File: src/rtl/spi_xfer_ctrl.sv
// spi_xfer_ctrl: master SPI sequencer for one 1-8 bit character with SCLK divider, edge counter, CS and shift registers.
module spi_xfer_ctrl #(
  parameter int DIV_W = 8
) (
  input  logic             clk,
  input  logic             rst,
  input  logic             start,
  input  logic [7:0]       tx_data,
  input  logic [2:0]       char_len,
  input  logic             cpol,
  input  logic             cpha,
  input  logic [DIV_W-1:0] clk_div,
  output logic             busy,
  output logic             done,
  output logic [7:0]       rx_data,
  output logic             sclk,
  output logic             mosi,
  input  logic             miso,
  output logic             cs_n
);
  typedef enum logic [1:0] {IDLE, SETUP, XFER, HOLD} state_t;
  state_t state_q, state_d;
  logic [DIV_W-1:0] div_q, div_d, clk_div_q, clk_div_d;
  logic [4:0] edge_q, edge_d;
  logic [2:0] len_q, len_d;
  logic cpol_q, cpol_d, cpha_q, cpha_d;
  logic [7:0] tx_sh_q, tx_sh_d, rx_sh_q, rx_sh_d, rx_q, rx_d;
  logic sclk_q, sclk_d, mosi_q, mosi_d, done_q, done_d;
  logic [3:0] n_in, n_l;
  logic [7:0] tx_al;
  logic tick, last_edge, lead;
  assign n_in = (char_len == 3'd0) ? 4'd8 : {1'b0, char_len};
  assign n_l = (len_q == 3'd0) ? 4'd8 : {1'b0, len_q};
  // left-align the character so the first bit out is always tx_sh[7]
  assign tx_al = tx_data << (4'd8 - n_in);
  assign tick = (state_q != IDLE) && (div_q == clk_div_q);
  assign last_edge = tick && (edge_q == {n_l, 1'b0} - 5'd1);
  assign lead = ~edge_q[0];
  assign busy = state_q != IDLE;
  assign cs_n = state_q == IDLE;
  assign done = done_q;
  assign rx_data = rx_q;
  assign sclk = sclk_q;
  assign mosi = mosi_q;
  always_comb begin
    state_d = state_q;
    div_d = (state_q == IDLE || tick) ? '0 : div_q + 1'b1;
    clk_div_d = clk_div_q;
    edge_d = edge_q;
    len_d = len_q;
    cpol_d = cpol_q;
    cpha_d = cpha_q;
    tx_sh_d = tx_sh_q;
    rx_sh_d = rx_sh_q;
    rx_d = rx_q;
    sclk_d = sclk_q;
    mosi_d = mosi_q;
    done_d = 1'b0;
    case (state_q)
      IDLE: begin
        sclk_d = cpol;
        if (start && !done_q) begin
          state_d = SETUP;
          clk_div_d = clk_div;
          len_d = char_len;
          cpol_d = cpol;
          cpha_d = cpha;
          tx_sh_d = tx_al;
          rx_sh_d = '0;
          edge_d = '0;
          mosi_d = cpha ? mosi_q : tx_al[7];
        end
      end
      SETUP: if (tick) begin
        state_d = XFER;
        edge_d = '0;
      end
      XFER: if (tick) begin
        sclk_d = ~sclk_q;
        edge_d = edge_q + 5'd1;
        if (lead ^ cpha_q) rx_sh_d = {rx_sh_q[6:0], miso};
        else if (!last_edge) begin
          mosi_d = cpha_q ? tx_sh_q[7] : tx_sh_q[6];
          tx_sh_d = tx_sh_q << 1;
        end
        if (last_edge) begin
          state_d = HOLD;
          edge_d = '0;
        end
      end
      HOLD: begin
        sclk_d = cpol_q;
        if (tick) begin
          state_d = IDLE;
          done_d = 1'b1;
          rx_d = rx_sh_q;
        end
      end
      default: state_d = IDLE;
    endcase
  end
  always_ff @(posedge clk) begin
    if (rst) begin
      state_q <= IDLE;
      div_q <= '0;
      clk_div_q <= '0;
      edge_q <= '0;
      len_q <= '0;
      cpol_q <= 1'b0;
      cpha_q <= 1'b0;
      tx_sh_q <= '0;
      rx_sh_q <= '0;
      rx_q <= '0;
      sclk_q <= 1'b0;
      mosi_q <= 1'b0;
      done_q <= 1'b0;
    end else begin
      state_q <= state_d;
      div_q <= div_d;
      clk_div_q <= clk_div_d;
      edge_q <= edge_d;
      len_q <= len_d;
      cpol_q <= cpol_d;
      cpha_q <= cpha_d;
      tx_sh_q <= tx_sh_d;
      rx_sh_q <= rx_sh_d;
      rx_q <= rx_d;
      sclk_q <= sclk_d;
      mosi_q <= mosi_d;
      done_q <= done_d;
    end
  end
endmodule

File: config.mk
export PLATFORM = sky130hd
export DESIGN_NAME = spi_xfer_ctrl
export DESIGN_NICKNAME = d
export VERILOG_FILES = /design/src/rtl/spi_xfer_ctrl.sv
export SDC_FILE = /design/constraint.sdc
export NUM_CORES = 1
export LEC_CHECK = 0
export CAP_MARGIN = 10
export CORE_ASPECT_RATIO = 1.75
export CORE_MARGIN = 1
export CORE_UTILIZATION = 30
export CTS_BUF_LIST = sky130_fd_sc_hd__clkbuf_4
export DETAILED_ROUTE_END_ITERATION = 12
export PLACE_DENSITY_LB_ADDON = 0.15
export SYNTH_ARGS = -nofsm -noshare
export SYNTH_HDL_FRONTEND = slang
export SYNTH_SLANG_ARGS = --single-unit
File: constraint.sdc
create_clock -name clk -period 3.6 [get_ports clk]
set_input_delay 0.9 -clock clk [delete_from_list [all_inputs] [get_ports clk]]
set_output_delay 0.9 -clock clk [all_outputs]
set_load 0.05 [all_outputs]
# Word level (Yosys, flattened, before mapping)
# Index checks and enable logic that the tools add are counted.
word_totals:
  reg_bits: 55
  latch_bits: 0
  ramBits: 0
  rom_bits: 0
  out_inout_bits: 13
  elab_cells: 90
  n_memories: 0
op_classes:
  add_sub_neg: 4
  multipliers: 0
  div: 0
  n_lt_le_gt_ge: 0
  n_eq_ne: 14
  shift: 1
  mux: 32
  bitwise: 4
  reduce_logical: 22
op_table:
  columns: ["operator", "count"]
  rows:
  - ["2-to-1 mux 8 bit", 7]
  - ["one-hot mux 8 bit (2 select lines)", 2]
  - ["2-to-1 mux 5 bit", 4]
  - ["inequality test 2 bit, second input constant", 8]
  - ["one-hot mux 5 bit (3 select lines)", 1]
  - ["2-to-1 mux 2 bit", 5]
  - ["AND reduction 5 bit", 2]
  - ["adder 8 x 1 -> 8 bit, second input constant", 1]
  - ["equality test 8 bit", 1]
  - ["2-to-1 mux 1 bit", 8]
  - ["2-to-1 mux 4 bit", 2]
  - ["one-hot mux 2 bit (4 select lines)", 1]
  - ["AND reduction 4 bit", 2]
  - ["<< shifter 8 x 4 -> 8 bit", 1]
  - ["logical NOT 3 bit", 2]
  - ["AND reduction 2 bit", 3]
  - ["AND reduction 6 bit", 1]
  - ["nonzero test 3 bit", 2]
  - ["adder 5 x 1 -> 5 bit, second input constant", 1]
  - ["equality test 5 bit", 1]
  - ["subtractor 5 x 1 -> 5 bit, second input constant", 1]
  - ["equality test 2 bit, second input constant", 2]
  - ["nonzero test 2 bit", 2]
  - ["OR reduction 2 bit", 2]
  - ["11 further kinds", 15]

# Longest topological paths before layout
# Gate-level depths: netlist of the first run.
logic_depth:
  ltp_word: 9
  mapped_depth: 9
  mapped_depth_nobuf: 7

# Least setup slack after synthesis of the first run
# No wires, ideal clock.
synth_timing:
  path_kind: "in2reg"
  startpoint: "input port char_len[0]"
  endpoint: "register tx_sh_q[6]"
  arrival_time_ns: 2.653
  t_required_ns: 3.466
  path_slack_ns: 0.813
  path_stages: 8
  cell_sequence: "clkbuf_1 inv_1 ha_1 xor2_1 mux4_2 nand2_1 o2bb2ai_1 a211oi_1"
synth_between:
  elab_chain_cells: 6
synth_rtl:
  columns: ["element", "line", "rtl"]
  rows:
  - ["start: declaration", "9", "input logic [2:0] char_len,"]
  - ["logical NOT 3 bit", "32", "assign n_in = (char_len == 3'd0) ? 4'd8 : {1'b0, char_len};"]
  - ["2-to-1 mux 4 bit *", "32", null]
  - ["subtractor 4 bit *", "35", "assign tx_al = tx_data << (4'd8 - n_in);"]
  - ["<< shifter 8 x 4 -> 8 bit *", "35", null]
  - ["2-to-1 mux 8 bit *", "62", "if (start && !done_q) begin"]
  - ["one-hot mux 8 bit (2 select lines) *", "59", "case (state_q)"]
  - ["end signal: assignment", "125", "tx_sh_q <= tx_sh_d;"]
  - ["end: declaration", "27", "logic [7:0] tx_sh_q, tx_sh_d, rx_sh_q, rx_sh_d, rx_q, rx_d;"]
# Mark *: on every way between the ends. The rest lies on a longest branch, timed or not. The select of a mux whose other input is x is not followed.
# A chain may end at the register's enable or synchronous reset.

# Final worst setup path of the first run
layout_timing:
  startpoint: "register state_q[0]"
  endpoint: "output port busy"
layout_between:
  elab_chain_cells: 1
layout_rtl:
  columns: ["element", "line", "rtl"]
  rows:
  - ["start: declaration", "22", "state_t state_q, state_d;"]
  - ["start signal: assignment", "118", "state_q <= state_d;"]
  - ["nonzero test 2 bit", "39", "assign busy = state_q != IDLE;"]
  - ["end: declaration", "13", "output logic busy,"]
# Every way passes these cells.

==> impl_metrics.tcl, run 1 <==
set metrics [dict create \
    status "complete, no violations" \
    worstSetupPathType "flop to output pin" \
    synth.avg_cell_area_um2 8.592 \
    via_count 2510 \
    fp.coreArea_um2 9468 \
    grt_pass1_wl_um 12480 \
    antenna_found_initial 0 \
    min_period_over_period_pct 89.89 \
    globalplace.congestion 0.8417 \
    start_kind "flop" \
    setup_viol 0 \
    avgRoutedWirePerCell_um 15.12 \
    crit_chain "inv_1 > ha_1 > inv_2 > clkdlybuf4s50_1" \
    die_h_um 132.4 \
    n_antenna_cell 0 \
    drive_gt1_share_pct 6.739 \
    gr-total-overflow 0 \
    clk_pin_slew_ps 180 \
    power_density_nw_per_um2 602.4 \
    synth_largest_area_cell "dfxtp_1" \
    detail-route-antenna-nets 0 \
    yosysMostFrequentCell "dfxtp_1" \
    port_buffers 37 \
    rsz0062_at_grt "no" \
    layout_min_cycle_time_ps 3236 \
    holdBufCountCts 0 \
    synth_seq_cells 55 \
    finalClockSkew_ps 19.53 \
    async_reset_ff_share_pct 0 \
    cts-root-buf "clkbuf_4" \
    die_area_um2 10120 \
    htree_levels 2 \
    track_usage_pct 15.34 \
    cts.repair.resized 0 \
    drc 0 \
    clk_latency_ps 400 \
    via_per_inst 5.091 \
    yosysSeqAreaShare_pct 37.80 \
    setup_total_negative_slack_ps 0 \
    critPathArrivalTime_ps 2340 \
    cts_tree "built" \
    slowest_delay_ps 850 \
    holdWs_ps 464.9 \
    nets 403 \
    slowest_stage "clkdlybuf4s50_1" \
    synthToLayoutAreaGrowth_pct 18.51 \
    postCtsSetupRepairBufs 0 \
    cts.sinks 55 \
    synthTopCellsByCount "dfxtp_1 (55), nand2_1 (54), a21oi_1 (29), mux2i_1 (20), nor2_1 (19)" \
    rows 47 \
    synth_nets 372 \
    max_clock_freq_ghz 0.3090 \
    die_x_um 76.49 \
    yosysTopAreaCellShare_pct 37.80 \
    cp_max_fo 10 \
    ys.flop_type "dfxtp_1" \
    synth_warnings 0 \
    grt_pass1_vias 2520 \
    cts_made_buffers 5 \
    grt_max_degree 55 \
    peakVddDrop_v 0.0002655 \
    crit_path_end_kind "output pin" \
    synthTopCellsByArea "dfxtp_1 (38%), nand2_1 (7.0%), mux2i_1 (6.9%)" \
    worst_pin_slew_ps 1005 \
    drv_cap 0 \
    report.final.slew_viol_count 0 \
    synth_cell_types 51 \
    finalHoldViolations 0 \
    ios 38 \
    final_area_um2 3452 \
    p_leak_nw 1.285 \
    cp.required_ps 2700 \
    first_iter_violations 98 \
    fillers 974 \
    final_util_pct 36.46 \
    dpl_cell_area_um2 3392 \
    synth-edff-count 0 \
    firstDrtPassIters 4 \
    reg2reg_slack_ps 950 \
    routed_wl_um 7452 \
    dp_hpwl_um 5351 \
    syn_inst 339 \
    timing.max_slew.rel_slack_pct 33.02 \
    clk_path_buf_depth 2 \
    total_power_mw 2.079 \
    start_util_pct 30.77 \
    syn-cell-area_um2 2913 \
    min_path_type "flop to flop" \
]
==> critical path: cells and delay by family, from the launching register on <==
kind	cells	cell delay [ps]
flip-flops	1	400
adder cells (fa/ha/maj)	1	360
buffers and inverters	3	1160
==> path summary, 6_finish.rpt <==
kind                             endpoint  cells past startpoint                    start
setup / recovery                     busy                      4  state_q[0]$_SDFFE_PP0P_
hold / removal    rx_data[1]$_SDFFE_PP0P_                      2  rx_data[1]$_SDFFE_PP0P_
setup reg to reg   edge_q[1]$_SDFFE_PP0P_                      5  state_q[0]$_SDFFE_PP0P_
hold reg to reg   rx_data[1]$_SDFFE_PP0P_                      2  rx_data[1]$_SDFFE_PP0P_
==> cell families after synthesis <==
group           after synthesis  share of synthesized area (%)
compound gates               72                          16.58
xor+xnor                     20                          6.486
fa+ha+maj                     8                          3.437
buf+inv                      30                          4.295
flops                        55                          37.80
mux                          24                          9.579
simple gates                130                          21.82
==> through the flow <==
| stage | worst slack [ps] | std cells |
|---|---|---|
| 3_3_place_gp | 612.3 | 485 |
| 4_1_cts | 344.9 | 493 |
| 6_report | 364.1 | 493 |
| 2_1_floorplan | 813.1 | 339 |
| 3_5_place_dp | 601.8 | 485 |
| 5_1_grt | 234.5 | 493 |
==> flip-flops by register name, summed over array words and instances (netlist names) <==
name,count
done,1
state_q,2
div_q,8
rx_sh_q,8
mosi,1
sclk,1
cpol_q,1
rx_data,8
edge_q,5
clk_div_q,8
cpha_q,1
tx_sh_q,8
len_q,3
==> layout make-up <==
class,instances,area [um2],share of cell area [%]
tap,122,152.6,4.422
clock buffer,5,37.54,1.087
multi-input combinational,254,1687,48.86
sequential,55,1101,31.90
inverter,11,41.29,1.196
clock inverter,3,22.52,0.6524
timing repair buffer,43,410.4,11.89
==> placed cells by master (no fill, tap or decap), types with 2 or more instances in the layout <==
master           instances
mux4_2                   3
ha_1                     8
nor2_1                  19
or3_1                    3
nor3_1                   2
clkbuf_4                 5
dfxtp_1                 55
or4_1                    3
a22oi_1                  2
o21ai_0                  8
o31ai_1                  3
nand2_1                 54
a21oi_1                 29
a31oi_1                  3
nor2b_1                  2
and4_1                   3
xor2_1                   9
nand3_1                 14
nand2b_1                18
buf_4                    6
xnor2_1                 10
and3_1                   3
mux2i_1                 20
inv_1                    9
clkdlybuf4s50_1         36
a211oi_1                13
nand4_1                  4
==> power breakdown <==
group / internal [mW] / switching [mW]
combinational: 0.369 / 0.651
clock: 0.0794 / 0.216
sequential: 0.693 / 0.0701
total: 1.14 / 0.937
==> layer usage <==
layer / vias up / part of all wire, % / GRT usage, %
met3: 9 / 2.8 / 2.422
met4: 0 / 1.8 / 5.876
li1: 1255 / - / -
met1: 1202 / 42 / 17.19
met5: - / 0 / 0
met2: 44 / 53 / 28.48
Power figures use the tool's default switching activity.
==> inputs of run 2 (changes only) <==
==> constraint.sdc (replaced) <==
create_clock -name clk -period 3.9 [get_ports clk]
set_input_delay 0.975 -clock clk [delete_from_list [all_inputs] [get_ports clk]]
set_output_delay 0.975 -clock clk [all_outputs]
set_load 0.05 [all_outputs]
==> impl_metrics.tcl, run 2 (synthesis results as in run 1) <==
set metrics [dict create \
    rr_endpoint "rx_sh_q[2]$_SDFFE_PP0P_" \
    avgRoutedWirePerCell_um 14.88 \
    firstDrtPassIters 4 \
    setup_total_negative_slack_ps 0 \
    cts.sinks 55 \
    rsz0062_at_grt "no" \
    peakVddDrop_v 0.0002042 \
    timing.max_slew.rel_slack_pct 36.16 \
    status "complete, no violations" \
    finalClockSkew_ps 14.84 \
    die_h_um 132.4 \
    ios 38 \
    drv_cap 0 \
    grtUsageMet3_pct 2.976 \
    cp_max_fo 10 \
    fillers 1009 \
    grt.busiest_layer "met2" \
    comb_power_share_pct 47.3 \
    power_density_nw_per_um2 570.0 \
    regArea_um2 1101 \
    grtUsageMet1_pct 17.04 \
    clk_latency_ps 400 \
    met2_usage_pct 27.98 \
    slowest_stage "clkdlybuf4s50_1" \
    grt_pass1_vias 2572 \
    cts_tree "built" \
    cts.repair.resized 0 \
    finalHoldViolations 0 \
    routed_wl_um 7307 \
    fp.coreArea_um2 9468 \
    layout_min_cycle_time_ps 3306 \
    cp-startpoint "state_q[0]$_SDFFE_PP0P_" \
    clk_path_buf_depth 2 \
    p_switching_mw 0.8560 \
    max_clock_freq_ghz 0.3025 \
    n_antenna_cell 0 \
    worst_pin_slew_ps 957.5 \
    crit_path_end_kind "output pin" \
    report.final.slew_viol_count 0 \
    rows 47 \
    htree_levels 2 \
    total_power_mw 1.973 \
    p_clk_share_pct 17.0 \
    fin_ws_ps 594.4 \
    via_per_inst 5.069 \
    ff2ff_path_depth 5 \
    reg2reg_slack_ps 1320 \
    grt_max_degree 55 \
    via_count 2489 \
    min_period_over_period_pct 84.76 \
    dp_slack_ps 667.9 \
    slowest_delay_ps 850 \
    reg2reg_from "state_q[0]$_SDFFE_PP0P_" \
    port_buffers 37 \
    postCtsSetupRepairBufs 0 \
    endpoint "busy" \
    cts-root-buf "clkbuf_4" \
    final_common_cell "dfxtp_1" \
    globalplace.congestion 0.8142 \
    synthToLayoutAreaGrowth_pct 18.86 \
    clk_pin_slew_ps 170 \
    holdBufCountCts 0 \
    p_leak_nw 1.286 \
    min_path_type "flop to flop" \
    p_seq_share_pct 35.7 \
    mostFrequentLayoutCells "dfxtp_1 (55), nand2_1 (54), clkdlybuf4s50_1 (36), a21oi_1 (29), mux2i_1 (20)" \
    nets 401 \
    first_iter_violations 101 \
    grt_pass1_wl_um 12540 \
    antenna_found_initial 0 \
    cp.required_ps 2920 \
    detail-route-antenna-nets 0 \
    swShare_pct 43.38 \
    die_area_um2 10120 \
    final_area_um2 3462 \
    drc 0 \
    start_util_pct 30.77 \
    crit_chain "inv_1 > ha_1 > inv_2 > clkdlybuf4s50_1" \
    dpl_cell_area_um2 3377 \
    die_x_um 76.49 \
    multi_input_area_um2 1687 \
    dp_hpwl_um 5252 \
    gr-total-overflow 0 \
    setup_viol 0 \
    track_usage_pct 15.56 \
    drive_gt1_share_pct 6.233 \
    internal_power_mw 1.117 \
    start_kind "flop" \
    cts_made_buffers 5 \
    critPathArrivalTime_ps 2330 \
    worstSetupPathType "flop to output pin" \
]
==> run 2: worst min-delay path by stage <==
| stage | start | slack [ps] | to | depth (start not counted) |
|---|---|---|---|---|
| after floorplan | len_q[1]$_SDFFE_PP0P_ | 440 | len_q[1]$_SDFFE_PP0P_ | 2 |
| after global placement | len_q[1]$_SDFFE_PP0P_ | 440 | len_q[1]$_SDFFE_PP0P_ | 2 |
| after detailed placement | rx_data[6]$_SDFFE_PP0P_ | 450 | rx_data[6]$_SDFFE_PP0P_ | 2 |
| after CTS | rx_data[0]$_SDFFE_PP0P_ | 470 | rx_data[0]$_SDFFE_PP0P_ | 2 |
| after global routing | rx_data[6]$_SDFFE_PP0P_ | 490 | rx_data[6]$_SDFFE_PP0P_ | 2 |
| final | rx_data[0]$_SDFFE_PP0P_ | 470 | rx_data[0]$_SDFFE_PP0P_ | 2 |
==> run 2: area by class of cell <==
type	count	share of cell area, %
Multi-Input combinational cell	254	48.72
Sequential cell	55	31.80
Timing Repair Buffer	41	11.42
Tap cell	122	4.409
Clock inverter	3	1.373
Inverter	11	1.193
Clock buffer	5	1.084
==> run 2: power groups by stage <==
stage / sequential, mW / clock, mW / combinational [mW]
after global placement: 0.718 / 0 / 0.935
after global routing: 0.718 / 0.378 / 1.03
after CTS: 0.706 / 0.353 / 0.946
final: 0.704 / 0.335 / 0.934
after detailed placement: 0.718 / 0 / 0.942
after floorplan: 0.722 / 0 / 0.684
==> run 2: through the flow <==
| step | util [%] | hold WS (ps) | instances |
|---|---|---|---|
| 3_3_place_gp | 35.67 | 444.1 | 483 |
| 6_report | 36.57 | 469.0 | 491 |
| 4_1_cts | 36.57 | 472.1 | 491 |
| 3_5_place_dp | 35.67 | 449.4 | 483 |
| 2_1_floorplan | - | 436.3 | 339 |
| 5_1_grt | 36.57 | 494.4 | 491 |
==> run 2: layer usage <==
metal,wire length [um],vias to the layer above
li1,-,1252
met1,3053,1179
met2,3793,45
met3,234,13
met4,226,0
met5,0,-
==> run 2: critical path: cells and delay by family (launching register included) <==
kind	cells	cell delay (ps)
flops	1	400
buf+inv	3	1170
fa+ha+maj	1	360
